[src/rtl/tff_down_counter_if.sv]
// Control/status bundle for tff_down_counter: load/enable controls in, count and status out.
// master drives the controls; slave is the counter itself.
interface tff_down_counter_if #(
  parameter int WIDTH = 4
);
  logic             load;
  logic [WIDTH-1:0] din;
  logic             en;
  logic             auto_reload;
  logic [WIDTH-1:0] q;
  logic             tc;
  logic             busy;
  logic             done;

  modport master (
    output load, din, en, auto_reload,
    input  q, tc, busy, done
  );

  modport slave (
    input  load, din, en, auto_reload,
    output q, tc, busy, done
  );
endinterface

[src/rtl/tff_down_counter.sv]
// Loadable down counter from per-bit toggle flops; one-shot or auto-reload with a registered tc pulse.
// Latency: load visible on q one edge later; no backpressure, en simply stalls the count.
module tff_down_counter #(
  parameter int WIDTH = 4
) (
  input  logic               clk,
  input  logic               rst,
  tff_down_counter_if.slave  bus
);
  typedef enum logic [1:0] {
    IDLE = 2'd0,
    RUN  = 2'd1,
    DONE = 2'd2
  } state_t;

  state_t           state, state_nxt;
  logic [WIDTH-1:0] q, q_nxt;
  logic [WIDTH-1:0] rl, rl_nxt;
  logic [WIDTH-1:0] t;
  logic             tc, tc_nxt;
  logic             run, step, term;

  assign run  = (state == RUN);
  assign step = run & bus.en & (q != '0);
  assign term = run & bus.en & (q == '0);

  // A bit toggles on a step when every lower bit is zero, i.e. it is about to borrow.
  assign t[0] = step;
  for (genvar i = 1; i < WIDTH; i++) begin : g_toggle
    assign t[i] = step & ~|q[i-1:0];
  end

  always_ff @(posedge clk or negedge rst) begin
    if (!rst) begin
      state <= IDLE;
      q     <= '0;
      rl    <= '0;
      tc    <= 1'b0;
    end else begin
      state <= state_nxt;
      q     <= q_nxt;
      rl    <= rl_nxt;
      tc    <= tc_nxt;
    end
  end

  // Load outranks the terminal event, so a colliding terminal never pulses tc.
  always_comb begin
    state_nxt = state;
    q_nxt     = q ^ t;
    rl_nxt    = rl;
    tc_nxt    = 1'b0;
    if (bus.load) begin
      state_nxt = RUN;
      q_nxt     = bus.din;
      rl_nxt    = bus.din;
    end else if (term) begin
      tc_nxt = 1'b1;
      if (bus.auto_reload) begin
        q_nxt = rl;
      end else begin
        state_nxt = DONE;
      end
    end
  end

  assign bus.q    = q;
  assign bus.tc   = tc;
  assign bus.busy = (state == RUN);
  assign bus.done = (state == DONE);
endmodule

[src/flat_wrapper.sv]
// flat-port wrapper written by rule: the top's interface ports become plain ports
module tff_down_counter_flat 
#(
  parameter int WIDTH = 4
)
  (clk, rst, bus_load, bus_din, bus_en, bus_auto_reload, bus_q, bus_tc, bus_busy, bus_done);
  tff_down_counter_if #(.WIDTH(WIDTH)) bus_i ();
  input  logic clk;
  input  logic rst;
  input wire logic [$bits(bus_i.load)-1:0] bus_load;
  input wire logic [$bits(bus_i.din)-1:0] bus_din;
  input wire logic [$bits(bus_i.en)-1:0] bus_en;
  input wire logic [$bits(bus_i.auto_reload)-1:0] bus_auto_reload;
  output wire logic [$bits(bus_i.q)-1:0] bus_q;
  output wire logic [$bits(bus_i.tc)-1:0] bus_tc;
  output wire logic [$bits(bus_i.busy)-1:0] bus_busy;
  output wire logic [$bits(bus_i.done)-1:0] bus_done;
  assign bus_i.load = bus_load;
  assign bus_i.din = bus_din;
  assign bus_i.en = bus_en;
  assign bus_i.auto_reload = bus_auto_reload;
  assign bus_q = bus_i.q;
  assign bus_tc = bus_i.tc;
  assign bus_busy = bus_i.busy;
  assign bus_done = bus_i.done;
  tff_down_counter #(.WIDTH(WIDTH)) u_core (.clk(clk), .rst(rst), .bus(bus_i));
endmodule
[config.mk]
export PLATFORM = sky130hd
export DESIGN_NAME = tff_down_counter_flat
export DESIGN_NICKNAME = d
export VERILOG_FILES = /design/src/rtl/tff_down_counter_if.sv /design/src/rtl/tff_down_counter.sv /design/src/flat_wrapper.sv
export SDC_FILE = /design/constraint.sdc
export NUM_CORES = 1
export LEC_CHECK = 0
export BUFFER_PORTS_ARGS = -buffer_cell sky130_fd_sc_hd__buf_2
export CAP_MARGIN = 20
export CORE_MARGIN = 5
export CORE_UTILIZATION = 40
export DETAILED_ROUTE_END_ITERATION = 12
export GPL_ROUTABILITY_DRIVEN = 1
export GPL_TIMING_DRIVEN = 0
export HOLD_SLACK_MARGIN = 0.12
export PLACE_DENSITY_LB_ADDON = 0.05
export SETUP_SLACK_MARGIN = 0.5
export SYNTH_ARGS = -nofsm -noshare
export SYNTH_HDL_FRONTEND = slang
export SYNTH_SLANG_ARGS = --single-unit
[constraint.sdc]
create_clock -name clk -period 4.5 [get_ports clk]
set_clock_uncertainty 0.05 [all_clocks]
set_input_delay 0.45 -clock clk [delete_from_list [all_inputs] [get_ports clk]]
set_output_delay 0.45 -clock clk [all_outputs]
set_load 0.1 [all_outputs]
==> results.yml <==
outcome:
  run_status: "complete, no violations"
critical_path:
  worst-r2r-setup-slack_ns: 2.88
  crit_type: "register to output pin"
  worstPathCellList: "and2b_1 -> buf_2"
  crit_slowest_cell: "buf_2"
  cp_data_arrival_time_ns: 1.35
  critPathRequiredTime_ns: 4.00
  worstSetupStartpointType: "register"
  critPathMaxStageDelay_ns: 0.44
  path_max_fanout: 4
  timing.critical_path.to_type: "output pin"
  timing.rr.end: "u_core.bus.q[0]"
  reg2reg_depth: 5
  worstReg2RegStart: "u_core.bus.q[0]"
global_routing:
  initial_antenna_violation_count: 0
  grt_first_pass_wirelength_um: 1680
  overflow: 0
  first_global_vias: 419
  grt_util_all_layers_pct: 11.2
  grt_max_degree: 12
hold_path:
  hp-class: "input pin to register"
  worstHoldPathCells: 3
  hold_end: "u_core.rl[0]"
  hold_crit_start: "bus_din[0]"
yosys:
  synth_top_cells_by_count: "dfrtp_1 (11), inv_1 (5), nand2_1 (5), nor2_1 (5), o21ai_0 (5)"
  avgSynthCellArea_um2: 10.7
  postSynth.asyncResetShare_pct: 100
  synthesis.area_um2: 548
  synth_most_common_cell: "dfrtp_1"
  yosys_register_bits: 11
  synth_edf_count: 0
  syn_inst: 51
  synth-warning-count: 0
  netlist-cell-type-count: 23
  netlist.area_leader.share_pct: 50.2
  yosysSeqAreaShare_pct: 50.2
  synthFlopType: "dfrtp_1"
  cell_taking_the_most_area_after_synthesis: "dfrtp_1"
  most_area_consuming_cells_after_synthesis: "dfrtp_1 (50%), o21ai_0 (4.6%), nor4_4 (3.9%)"
  synthesis.nets: 61
floorplanning:
  floorplan.die_area_mm2: 0.00221
  die-width_um: 47.0
  io_pins: 16
  floorplan.initialDensity_pct: 42.1
  die_height_um: 47.0
  row_count: 13
  core_area_mm2: 0.00130
cells_and_area:
  insertedDiodeCount: 0
  drive_gt1_share_pct: 33.8
  finalNonFillerCells: 86
  finish.instance_area_um2: 678
  synthToLayoutAreaGrowth_pct: 23.7
  final.fill_count: 124
  nets: 82
timing:
  fin_crit_ns: 1.85
  min_period_over_period_pct: 41.2
  finalSetupTns_ns: 0
  timing_worst_slew_pin_value_ns: 0.490
  timing.final.hold_violations: 0
  fmax_mhz: 540
  rsz0062_at_grt: "no"
  crit_path_setup_slack_layout_ns: 2.65
  setup_viol: 0
  report.final.slew_viol_count: 0
  relSlewSlack_pct: 67.6
clock_network:
  cts_tree: "yes"
  clock_tree.htree_level_count: 1
  cts.reportedPaths.clkPinSlew_ns: 0.07
  root_buffer_cell: "clkbuf_4"
  cts_made_buffers: 3
  clock_latency_late_sink_ns: 0.28
  cts_resized: 0
  cts.repair_timing.setup_buffer_count: 0
  clock_tree_buf_depth: 2
  clock-sinks: 11
power:
  peakVddDrop_mv: 0.164
  cell_area_power_density_mw_per_mm2: 436
  static-leakage-power_nw: 0.351
  total_power_uw: 296
placement:
  detailedPlacementHpwl_um: 824
  preCtsSetupSlack_ns: 2.87
  postPlaceCellArea_um2: 642
  place_inst: 81
  place.gp.congestion: 0.737
  io_buffers: 15
routing:
  drcViolationCount: 0
  avgRoutedWirePerCell_um: 12.6
  drt.antenna.violating_nets: 0
  drt_first_pass_iters: 4
  vias_per_std_cell: 4.99
  num_vias: 429
  detail_route.wirelength_um: 1080
  drt-initial-drc-count: 2
flow_run:
  max_cap_violations: 0
==> routing by layer <==
metal / vias up / track usage [%] / part of all wire [%]
met3: 3 / 2.30 / 7.9
met2: 15 / 17.6 / 44
met1: 196 / 13.3 / 45
met5: - / 0 / 0
met4: 0 / 8.29 / 2.6
li1: 215 / - / -
==> area by class of cell <==
type / count / area [um2] / share of cell area [%]
multi-input combinational: 34 / 250 / 36.9
inverter: 5 / 18.8 / 2.77
sequential: 11 / 275 / 40.6
tap: 15 / 18.8 / 2.77
buffer: 1 / 3.75 / 0.554
timing repair buffer: 16 / 85.1 / 12.5
clock buffer: 4 / 26.3 / 3.87
==> worst max path at each step <==
| stage | start | endpoint | cells after the start |
|---|---|---|---|
| after floorplan | u_core.state[0] | bus_done | 1 |
| after global placement | u_core.bus.q[0] | u_core.bus.q[0] | 5 |
| after detailed placement | u_core.bus.q[1] | u_core.bus.q[0] | 5 |
| after CTS | u_core.state[1] | bus_busy | 2 |
| after global routing | u_core.state[1] | bus_busy | 2 |
| final | u_core.state[1] | bus_busy | 2 |
==> through the flow <==
stage,util (%),hold slack (ns)
4_1_cts,52.1,0.345
5_1_grt,52.1,0.358
3_3_place_gp,49.3,0.287
3_5_place_dp,49.3,0.285
6_report,52.1,0.345
2_1_floorplan,-,0.104
==> cells in the final DEF, fill, tap and decap left out <==
cell           count
a2bb2oi_1          1
and2b_1            1
buf_2             15
clkbuf_1           2
clkbuf_4           3
dfrtp_1           11
dlygate4sd3_1      1
ha_1               1
inv_1              5
mux2_2             1
mux2_4             1
mux2i_1            2
nand2_1            5
nand2b_1           1
nand3_1            1
nand3b_1           1
nand4_2            1
nor2_1             5
nor2b_1            1
nor4_4             1
o21ai_0            5
o21ba_2            1
o21bai_1           2
o221ai_1           1
or3_4              1
xor2_1             1
==> sequential cells by signal, indices dropped and copies added, names as in the netlist <==
register       cells
u_core.bus.q       4
u_core.rl          4
u_core.state       2
u_core.bus.tc      1
==> kinds of logic (layout without fill, tap and decap cells) <==
family	after synthesis	after routing	share of synthesized area, %
AOI/OAI and AO/OA	10	10	12.3
adders and majority gates	1	1	2.28
xor gates and xnor gates	1	1	1.60
buffers and inverters	6	26	4.11
muxes	4	4	8.45
and+or+nand+nor	18	18	21.0
DFF	11	11	50.2
==> timing repair <==
item,CTS,global route
hold buffers,1,0
endpoints found under the setup margin,0,0
hold endpoints to repair,11,0
==> where the power goes <==
group	internal [mW]	switching [mW]	total, mW
combinational	0.0286	0.0764	0.105
sequential	0.109	0.0118	0.121
clock	0.0344	0.0353	0.0697
==> critical path, delay by kind of cell (launching register included) <==
family / cells / cell delay [ns]
DFF: 1 / 0.39
buffers and inverters: 1 / 0.44
and+or+nand+nor: 1 / 0.25
No activity file was read; power rests on OpenSTA's default activity.
